--- src/rtl/cmp_pkg.sv ---
// Shared types and constants for the compare stream tracker.
// Latency: n/a (declarations only).
// Backpressure: n/a.
package cmp_pkg;

  // Tracker FSM encoding.
  typedef enum logic [1:0] {
    IDLE  = 2'd0,
    ACCUM = 2'd1,
    DONE  = 2'd2
  } state_t;

  // Bit positions of the less / equal / greater flags in a result vector.
  localparam int LT = 0;
  localparam int EQ = 1;
  localparam int GT = 2;

  // Default build parameters.
  localparam int DEF_WIDTH     = 32;
  localparam int DEF_CNT_W     = 16;
  localparam int DEF_FRAME_LEN = 8;

endpackage

--- src/rtl/cmp_core.sv ---
// Unsigned magnitude comparator producing one-hot less/equal/greater flags.
// Latency: purely combinational, zero cycles.
// Backpressure: none; output follows inputs continuously.
module cmp_core #(
  parameter int WIDTH = 32
) (
  input  logic [WIDTH-1:0] a,
  input  logic [WIDTH-1:0] b,
  output logic             l,
  output logic             e,
  output logic             h
);

  assign l = (a <  b);
  assign e = (a == b);
  assign h = (a >  b);

endmodule

--- src/rtl/compare_stream_tracker.sv ---
// Frame-based consumer of operand pairs: registers per-pair compare results, tallies outcomes, tracks max operand.
// Latency: result registered one cycle after accept; done pulses in the same cycle as the last pair's result.
// Backpressure: in_ready high only while accumulating; frame stops accepting on the edge of its last pair.
module compare_stream_tracker
  import cmp_pkg::*;
#(
  parameter int WIDTH     = DEF_WIDTH,
  parameter int CNT_W     = DEF_CNT_W,
  parameter int FRAME_LEN = DEF_FRAME_LEN
) (
  input  logic             clk,
  input  logic             rst_n,
  input  logic             start,
  input  logic             in_valid,
  output logic             in_ready,
  input  logic [WIDTH-1:0] a,
  input  logic [WIDTH-1:0] b,
  output logic             res_valid,
  output logic             res_lt,
  output logic             res_eq,
  output logic             res_gt,
  output logic [CNT_W-1:0] lt_cnt,
  output logic [CNT_W-1:0] eq_cnt,
  output logic [CNT_W-1:0] gt_cnt,
  output logic [WIDTH-1:0] max_seen,
  output logic             busy,
  output logic             done
);

  // Sample counter is sized from FRAME_LEN so it never limits the frame length.
  localparam int               SMP_W    = $clog2(FRAME_LEN + 1);
  localparam logic [SMP_W-1:0] LAST_IDX = SMP_W'(FRAME_LEN - 1);
  localparam logic [CNT_W-1:0] CNT_MAX  = '1;

  state_t           state;
  state_t           state_nxt;
  logic [SMP_W-1:0] smp_cnt;
  logic [2:0]       res;
  logic             cmp_l;
  logic             cmp_e;
  logic             cmp_h;
  logic             accept;
  logic             last_accept;
  logic [WIDTH-1:0] pair_max;

  cmp_core #(.WIDTH(WIDTH)) u_cmp (
    .a (a),
    .b (b),
    .l (cmp_l),
    .e (cmp_e),
    .h (cmp_h)
  );

  assign in_ready    = (state == ACCUM);
  assign busy        = (state == ACCUM);
  assign done        = (state == DONE);
  assign accept      = in_valid && in_ready;
  assign last_accept = accept && (smp_cnt == LAST_IDX);
  // The comparator already knows which operand is larger; reuse it.
  assign pair_max    = cmp_h ? a : b;

  assign res_lt = res[LT];
  assign res_eq = res[EQ];
  assign res_gt = res[GT];

  // State register.
  always_ff @(posedge clk or negedge rst_n) begin
    if (!rst_n) begin
      state <= IDLE;
    end else begin
      state <= state_nxt;
    end
  end

  // Next-state logic: start only counts in IDLE, DONE always lasts one cycle.
  always_comb begin
    state_nxt = state;
    case (state)
      IDLE:    if (start) state_nxt = ACCUM;
      ACCUM:   if (last_accept) state_nxt = DONE;
      DONE:    state_nxt = IDLE;
      default: state_nxt = IDLE;
    endcase
  end

  // Result valid strobe: high exactly in the cycle after an accept.
  always_ff @(posedge clk or negedge rst_n) begin
    if (!rst_n) begin
      res_valid <= 1'b0;
    end else begin
      res_valid <= accept;
    end
  end

  // Frame datapath: clear on start from IDLE, update result, tallies and max on each accept.
  always_ff @(posedge clk or negedge rst_n) begin
    if (!rst_n) begin
      res      <= '0;
      lt_cnt   <= '0;
      eq_cnt   <= '0;
      gt_cnt   <= '0;
      max_seen <= '0;
      smp_cnt  <= '0;
    end else if (state == IDLE && start) begin
      lt_cnt   <= '0;
      eq_cnt   <= '0;
      gt_cnt   <= '0;
      max_seen <= '0;
      smp_cnt  <= '0;
    end else if (accept) begin
      res[LT] <= cmp_l;
      res[EQ] <= cmp_e;
      res[GT] <= cmp_h;
      if (cmp_l && lt_cnt != CNT_MAX) lt_cnt <= lt_cnt + CNT_W'(1);
      if (cmp_e && eq_cnt != CNT_MAX) eq_cnt <= eq_cnt + CNT_W'(1);
      if (cmp_h && gt_cnt != CNT_MAX) gt_cnt <= gt_cnt + CNT_W'(1);
      if (pair_max > max_seen) max_seen <= pair_max;
      smp_cnt <= smp_cnt + SMP_W'(1);
    end
  end

endmodule

--- config.mk ---
export PLATFORM = sky130hd
export DESIGN_NAME = compare_stream_tracker
export DESIGN_NICKNAME = d
export VERILOG_FILES = /design/src/rtl/cmp_pkg.sv /design/src/rtl/cmp_core.sv /design/src/rtl/compare_stream_tracker.sv
export SDC_FILE = /design/constraint.sdc
export NUM_CORES = 1
export LEC_CHECK = 0
export CORE_UTILIZATION = 56
export CTS_BUF_LIST = sky130_fd_sc_hd__clkbuf_8
export CTS_CLUSTER_SIZE = 30
export DETAILED_ROUTE_END_ITERATION = 10
export PLACE_DENSITY = 0.95
export SETUP_SLACK_MARGIN = 0.5
export SYNTH_ARGS = -nofsm -noshare
export SYNTH_HDL_FRONTEND = slang
export SYNTH_SLANG_ARGS = --single-unit
--- constraint.sdc ---
create_clock -name clk -period 5.9 [get_ports clk]
set_clock_uncertainty 0.2 [all_clocks]
set_input_delay 1.18 -clock clk [delete_from_list [all_inputs] [get_ports clk]]
set_output_delay 1.18 -clock clk [all_outputs]
set_load 0.005 [all_outputs]
# Word level (Yosys, flattened, before mapping)
# Index checks and enable logic that the tools add are counted.
[word_totals]
regBits = 90
in_bits = 68
output_inout_bits = 87
word_cells = 61
[classes]
addsub = 4
n_lt_le_gt_ge = 3
eq_ne = 9
muxes = 18
bitwise_logic = 1
n_reduce_logical = 18
[op_table]
columns = ["cell", "n"]
rows = [
  ["$mux W16", 9],
  ["$mux W32", 4],
  ["$gt A32 B32 Y1", 2],
  ["$add A16 B1 Y16 const B", 3],
  ["$ne A16 B16 Y1 const B", 3],
  ["$eq A32 B32 Y1", 1],
  ["$lt A32 B32 Y1", 1],
  ["$reduce_and A2 Y1", 6],
  ["$reduce_bool A2 Y1", 5],
  ["$mux W4", 2],
  ["$logic_and A1 B1 Y1", 6],
  ["$add A4 B1 Y4 const B", 1],
  ["$eq A4 B3 Y1 const B", 1],
  ["$mux W2", 2],
  ["$pmux W2 S2", 1],
  ["$eq A2 B1 Y1 const B", 1],
  ["$eq A2 B2 Y1 const B", 1],
  ["$logic_not A2 Y1", 1],
  ["$ne A2 B1 Y1 const B", 1],
  ["$ne A2 B2 Y1 const B", 1],
  ["$not A1 Y1", 1],
]

# Longest topological paths before layout
# Gate-level depths: netlist (run 1).
[depth]
word_depth = 6
depth_mapped = 20
mapped_depth_nobuf = 17

# Modules after synthesis
# A second synthesis (run 1) with hierarchy kept.
[hier_totals]
hier_cells = 654
area_unflattened_um2 = 6303.5
[by_module_without_submodules]
columns = ["module", "instances", "cells_each", "area_each_um2"]
rows = [
  ["compare_stream_tracker", 1, 540, 5452.7],
  ["cmp_core", 1, 114, 850.8],
]

# Least setup slack after synthesis (run 1)
# Ideal clock, no wire load.
[synth_path]
path_type = "input to register"
from = "input b[14]"
to = "register max_seen[10]"
arrival_time_ns = 4.950
slack_ns = 0.673
stages = 20
cell_sequence = "inv_1 ha_1 a21oi_1 nand2_1 a221o_1 o31a_1 buf_6 o21ai_4 buf_6 mux2i_1 inv_1 ha_1 nand4_1 nor4_1 a21boi_1 o41ai_1 a31oi_2 clkbuf_1 o21ai_0 a21oi_1"
[synth_via]
elab_chain_len = 5
elab_cells_between_ends = 8
[synth_rtl]
columns = ["element", "line", "source"]
rows = [
  ["start: declaration", "compare_stream_tracker.sv:17", "input logic [WIDTH-1:0] b,"],
  ["$gt A32 B32 Y1", "cmp_core.sv:16", "assign h = (a > b);"],
  ["$mux W32 (*)", "compare_stream_tracker.sv:60", "assign pair_max = cmp_h ? a : b;"],
  ["$gt A32 B32 Y1 or $mux W32 (tied branches)", "compare_stream_tracker.sv:117", "if (pair_max > max_seen) max_seen <= pair_max;"],
  ["$reduce_bool A2 Y1 (no source line) or $mux W32 (tied branches)", "-", ""],
  ["$reduce_and A2 Y1 (no source line) or $mux W32 (tied branches)", "-", ""],
  ["end signal: assignment", "compare_stream_tracker.sv:117", ""],
  ["end: declaration", "compare_stream_tracker.sv:25", "output logic [WIDTH-1:0] max_seen,"],
]
# Mark *: on every way between the ends. The rest lies on a longest branch, timed or not. The select of a mux whose other input is x is not followed.
# A chain may end at the register's enable or synchronous reset.

# Worst setup path after layout (run 1)
[layout_path]
from = "input b[27]"
to = "register max_seen[11]"
# The elaborated chain is that of the path after synthesis.

==> metrics.txt, run 1 <==
result of the run=finished, violations left; violated checks=negative setup slack; average wire per standard cell=26.3 microns; synthesis warning total=0; placed cell area=7980 sq um; arithmetic-cell share of the synthesized area counting full adders, half adders and majority gates=13.6%; final setup vio count=32; dominant cells by area after synthesis=sky130_fd_sc_hd__dfrtp_1 36%, sky130_fd_sc_hd__ha_1 14%, sky130_fd_sc_hd__mux2i_1 6.1%, sky130_fd_sc_hd__inv_1 5.9%, sky130_fd_sc_hd__a21oi_1 5.1%; Synth top cells by count=99 x sky130_fd_sc_hd__inv_1, 90 x sky130_fd_sc_hd__dfrtp_1, 68 x sky130_fd_sc_hd__ha_1, 64 x sky130_fd_sc_hd__a21oi_1, 48 x sky130_fd_sc_hd__nand2_1; portion of synthesized cell area occupied by the leading cell type=35.9%; initial core utilization=57.7%; via density per instance=6.77; Clk pwr share=13.8%; post-layout min period=6.38 ns; proportion of power drawn by flip-flops and latches=30.3%; top flip-flop cell by instance count after synthesis=sky130_fd_sc_hd__dfrtp_1; R2R Path End=eq_cnt[14]; synthesized flop and latch total=90; die footprint=11600 sq um; Clk Tree Root Cell=sky130_fd_sc_hd__clkbuf_8; antenna violations before repair=5; Critical Path AT=6.41 ns; Post-Synthesis Cells=708; xor and xnor fraction of the mapped netlist area=3.77%; Max Slew Vio Count=0; maximum fanout count along the critical path=12; slack of the critical path=-0.476 ns; global-route wire length before repair=31000 microns; complex-gate fraction of the synthesized area=14.4%; Hold-fix buffers, CTS=0; average size of a mapped cell=8.87 sq um; Worst Hold Depth=1; most numerous cell in the Yosys netlist=sky130_fd_sc_hd__inv_1; FFs w/ async S/R, synth=100%; share of the clock period used by the worst path after layout=108%; max-cap violation count=0; worst-case hold path end point=state[1]; CP required=5.94 ns; RD Place Congestion=0.882; Post-Route WL=27800 microns; Buf/Inv on CP=10; total clock sinks=90; worst-case vdd ir drop=0.303 mV; dominant combinational cell family by area after synthesis=simple AND/OR/NAND/NOR gates; CTS HTree Levels=3; endpoint class of the critical path=flip-flop; number of global-route vias before repair=6238; number of buffers created by CTS=9; Post-synth EDFFs=0; critical path's largest stage delay=0.62 ns; number of remaining DRC errors=0; via total after detailed routing=7152; Worst slew margin=44.9%; launch instance of the worst register-to-register path=state[0]; share of synthesized cell area in and, or, nand and nor gates=17.7%; multiplexer fraction of the synthesized cell area=6.24%; area growth from synthesis to layout=52.9%; x dimension of the die=108 microns; clk buf depth=2; fin nets=1042; number of detailed-route iterations in the first pass=5; cell type group with the largest total delay on the critical path=buffers and inverters; share of layout cells above drive strength 1=23.1%; HPWL reported at the end of detailed placement=12200 microns; FILL cells=444; Synthesized Nets=844; final hold violation count=0; total standard cell area after synthesis=6280 sq um; Comb pwr share=55.9%; hold path start=smp_cnt[3]; switching power total=1420 uW; number of nets with antenna violations after routing=0; row cnt=38; library cell contributing the largest single delay on the critical path=sky130_fd_sc_hd__mux2i_1; total area of multi-input combinational cells=4330 sq um; WS Path Type=in -> reg; top-level I/O count=155; Die Y=108 microns; Floorplan Core Area=10900 sq um; area of all placed cells without fillers=9600 sq um; HP Class=reg -> reg; critical-path cell list=dlygate4sd2_1 -> inv_1 -> ha_4 -> nand4_1 -> buf_6 -> buf_4 -> nor3_1 -> nand2_1 -> nand3_4 -> o21ai_4 -> buf_12 -> buf_16 -> buf_4 -> mux2i_1 -> inv_1 -> ha_1 -> o211ai_1 -> a21boi_4 -> o41ai_4 -> a31oi_4 -> buf_6 -> clkbuf_16 -> o21ai_2 -> a21oi_2; clock latency of the later-clocked register in the worst-skew pair=0.37 ns; Synth cell types=62; initial drt markers=788; power per unit of standard cell area=337 nW/um^2; Sw Share=43.8%; final-layout worst hold slack=0.297 ns; largest net degree at the start of global routing=48; area taken by flip-flops and latches=2250 sq um; global routing usage summed across all routing layers=34.7%; internal power of the cells=1820 uW; clock tree from TritonCTS=done; static leakage=0.00458 uW; clock slew at reported path FFs=0.11 ns; Seq/Total Area, Yosys=35.9%; Port Buf Inserts=154; actual transition at the worst max-transition pin=0.803 ns; Startpoint Class=primary input; worst reg2reg setup slack=2.58 ns; highest achievable clock rate=0.157 GHz; FF-to-FF path depth=8; overflow left after global routing=0; leading area contributor after synthesis=sky130_fd_sc_hd__dfrtp_1
per-layer routing:
metal	vias to the layer above	GRT usage (%)	routed length [microns]
li1	2899	-	-
met1	3354	43.0	8960
met2	647	58.3	12600
met3	250	6.60	3530
met4	2	16.0	2690
met5	-	0	12
repair_timing:
action / in CTS / in global routing
gates resized for setup: 89 / 172
buffers inserted: 21 / 18
gates cloned: 4 / 2
pin swaps: 15 / 39
endpoints found under the setup margin: 32 / 32
metrics by stage:
stage	total power (uW)	setup TNS, ns	instances	setup WS (ns)	utilization, %
after floorplan	1540	0	708	0.673	-
after global placement	2060	0	990	0.0432	73.3
after detailed placement	2120	-2.64	990	-0.145	73.3
after CTS	2720	0	1031	0.494	81.0
after global routing	3370	-8.63	1054	-0.455	88.1
final	3240	-7.76	1056	-0.476	88.2
cell usage in the layout, fill, tap and decap left out, drive strengths merged, types with 4 or more instances in the layout:
| cell type | instances |
|---|---|
| a21oi | 64 |
| a31oi | 5 |
| and2 | 5 |
| and3 | 10 |
| and4 | 5 |
| buf | 59 |
| clkbuf | 24 |
| clkdlybuf4s50 | 92 |
| dfrtp | 90 |
| diode | 5 |
| dlygate4sd2 | 6 |
| dlymetal6s2s | 40 |
| ha | 68 |
| inv | 104 |
| mux2i | 38 |
| nand2 | 48 |
| nand3 | 21 |
| nand4 | 26 |
| nor2 | 43 |
| nor2b | 4 |
| nor3 | 10 |
| nor4 | 15 |
| o211ai | 4 |
| o21ai | 48 |
| o31ai | 7 |
| or4 | 6 |
| xnor2 | 15 |
| xor2 | 12 |
flip-flops by register name, summed over array words and instances, names as in the netlist:
register	cells
smp_cnt	4
res_valid	1
state	2
max_seen	32
res	3
gt_cnt	16
eq_cnt	16
lt_cnt	16
worst max path at each step:
stage	start	end	slack, ns	cells after the start
after floorplan	b[14]	max_seen[10]	0.67	20
after global placement	b[7]	max_seen[7]	0.04	20
after detailed placement	b[23]	max_seen[28]	-0.14	21
after CTS	b[13]	max_seen[28]	0.49	25
after global routing	a[2]	max_seen[11]	-0.45	20
final	b[27]	max_seen[11]	-0.48	24
final cells by class:
class                      instances  area share (%)
sequential                        90            23.5
tap                              140            1.82
clock inverter                     6           0.560
antenna                            5           0.130
timing repair buffer             215            23.6
inverter                          99            3.87
clock buffer                      10            1.43
multi-input combinational        491            45.2
power groups by stage:
stage | Clock (uW) | Combinational (uW) | Sequential [uW]
after floorplan | 0 | 627 | 917
after global placement | 0 | 1120 | 935
after detailed placement | 0 | 1180 | 939
after CTS | 427 | 1360 | 931
after global routing | 471 | 1910 | 990
final | 447 | 1810 | 980
cell families after synthesis:
kind of cell               Yosys count
AOI/OAI and AO/OA                  151
muxes                               39
adders and majority gates           68
DFF                                 90
xor gates and xnor gates            27
buffers and inverters              127
and+or+nand+nor                    206
No activity file was read; power rests on OpenSTA's default activity.
==> run 2, diff against run 1 <==
--- a/config.mk
+++ b/config.mk
@@ -5,6 +5,7 @@
 export SDC_FILE = /design/constraint.sdc
 export NUM_CORES = 1
 export LEC_CHECK = 0
+export CORE_MARGIN = 8
 export CORE_UTILIZATION = 56
 export CTS_BUF_LIST = sky130_fd_sc_hd__clkbuf_8
 export CTS_CLUSTER_SIZE = 30
==> run 2 against run 1 <==
Against the previous run: the run now ends clean; total power fell by 8.9%; critical path type unchanged; cell count fell by 1.8%; sequential share of layout area rose by 1.1 points; global-route usage fell by 7.8 points; critical endpoint is now max_seen[26]; via count fell by 5.3%; register-to-register slack improved by 0.14 ns; hold slack got worse by 0.0073 ns; largest cell class unchanged; die area rose by 28%; non-clock buffer count fell by 16.
==> metrics.txt, run 2 (same netlist as run 1, synthesis figures left out) <==
result of the run=finished clean; total area of multi-input combinational cells=4080 sq um; share of the clock period used by the worst path after layout=96.3%; number of flip-flops in the largest register=32; Buf/Inv on CP=7; Critical Path AT=5.73 ns; maximum fanout count along the critical path=10; cell type group with the largest total delay on the critical path=compound AO/OA/AOI/OAI gates; fin nets=1026; WS Path Type=in -> reg; clock tree from TritonCTS=done; x dimension of the die=122 microns; Startpoint Class=primary input; max-cap violation count=0; final setup vio count=0; commonest non-fill, non-tap cell in the layout=sky130_fd_sc_hd__dfrtp_1; share of the core filled with cells=84.2%; endpoint class of the critical path=flip-flop; Port Buf Inserts=154; actual transition at the worst max-transition pin=0.778 ns; area taken by flip-flops and latches=2250 sq um; library cell contributing the largest single delay on the critical path=sky130_fd_sc_hd__mux2i_1; row cnt=38; number of nets with antenna violations after routing=0; die footprint=14900 sq um; CTS HTree Levels=3; via total after detailed routing=6776; RD Place Congestion=0.840; clock slew at reported path FFs=0.09 ns; Max Slew Vio Count=0; number of detailed-route iterations in the first pass=9; post-layout min period=5.68 ns; static leakage=0.00454 uW; register name with the most flops=max_seen; largest net degree at the start of global routing=51; overflow left after global routing=0; Post-Route WL=24700 microns; number of global-route vias before repair=6476; critical path's largest stage delay=0.47 ns; average wire per standard cell=23.8 microns; number of remaining DRC errors=0; CP required=5.95 ns; clock latency of the later-clocked register in the worst-skew pair=0.39 ns; clk buf depth=2; global-route wire length before repair=32000 microns; slack of the critical path=0.216 ns; Hold-fix buffers, CTS=0; Floorplan Core Area=10900 sq um; HP Class=reg -> reg; critical-path cell list=dlymetal6s2s_1 -> ha_4 -> nand4_1 -> buf_4 -> nor4_4 -> o31a_1 -> o21ai_4 -> buf_4 -> clkbuf_16 -> mux2i_1 -> ha_1 -> nor2b_1 -> o211ai_1 -> a21boi_4 -> o41ai_4 -> a31oi_4 -> buf_6 -> buf_6 -> buf_16 -> o21ai_0 -> a21oi_1; initial drt markers=726; worst reg2reg setup slack=2.72 ns; unrepaired setup endpoints after global routing=false; final hold violation count=0; Inst Count DP=987; share of layout cells above drive strength 1=19.0%; global routing usage summed across all routing layers=26.9%; area growth from synthesis to layout=46.1%; highest achievable clock rate=0.176 GHz; total clock sinks=90; setup slack after placement=-0.256 ns; Worst slew margin=47.7%; worst-case vdd ir drop=0.236 mV; post-route insts no fill=1037; via density per instance=6.53; top-level I/O count=155; power per unit of standard cell area=321 nW/um^2; Die Y=122 microns; HPWL reported at the end of detailed placement=13600 microns; commonest cells after routing, fill and taps aside=90 x sky130_fd_sc_hd__dfrtp_1, 89 x sky130_fd_sc_hd__clkdlybuf4s50_1, 82 x sky130_fd_sc_hd__inv_1; antenna violations before repair=4; FILL cells=550; number of buffers created by CTS=9; initial core utilization=57.7%; Clk Tree Root Cell=sky130_fd_sc_hd__clkbuf_8
## run 2: power by group
group / switching (uW) / internal (uW) / total, uW
Combinational: 801 / 770 / 1570
Sequential: 163 / 781 / 944
Clock: 241 / 191 / 433
Total: 1210 / 1740 / 2950
## run 2: worst paths after layout
path | startpoint | endpoint | depth (start not counted)
setup / recovery | a[30] | max_seen[26] | 21
hold / removal | smp_cnt[3] | state[1] | 1
setup reg to reg | state[0] | eq_cnt[14] | 8
hold reg to reg | smp_cnt[3] | state[1] | 1
max in group asynchronous | rst_n | max_seen[19] | 2
min in group asynchronous | rst_n | max_seen[6] | 1
## run 2: per-layer routing
layer | global-route usage (%) | routed length, microns | up-vias
met5 | 0 | 13 | -
met4 | 14.9 | 1550 | 2
met3 | 7.17 | 2530 | 152
met2 | 44.5 | 11800 | 534
met1 | 31.1 | 8760 | 3229
li1 | - | - | 2859
## run 2: metrics by stage
step | TNS, ns | area, sq um | hold WS (ns) | total power [uW]
finish | 0 | 9170 | 0.289 | 2950
global route | 0 | 9170 | 0.303 | 3080
CTS | 0 | 8570 | 0.286 | 2730
detailed placement | -5.16 | 7990 | 0.263 | 2160
global placement | 0 | 7990 | 0.251 | 2080
floorplan | 0 | 6280 | 0.237 | 1540
## run 2: area by class of cell
cell class	instances	share of cell area (%)
diodes	3	0.0819
clock buffers	9	1.35
clock inverters	6	0.669
inverters	99	4.05
multi-input cells	491	44.5
flip-flops and latches	90	24.6
well taps	140	1.91
repair buffers	199	22.8
## run 2: repair_timing
action	CTS	global route
buffers inserted	15	12
endpoints found under the setup margin	32	32
cloned	3	2
gates resized for setup	62	151
pin swaps	20	34
## run 2: worst register-to-register path, delay by kind of cell, from the launching register on
kind          cells  cell delay (ns)
simple gates      6             1.85
flops             1             0.41
xor+xnor          1             0.21
buf+inv           1             0.40
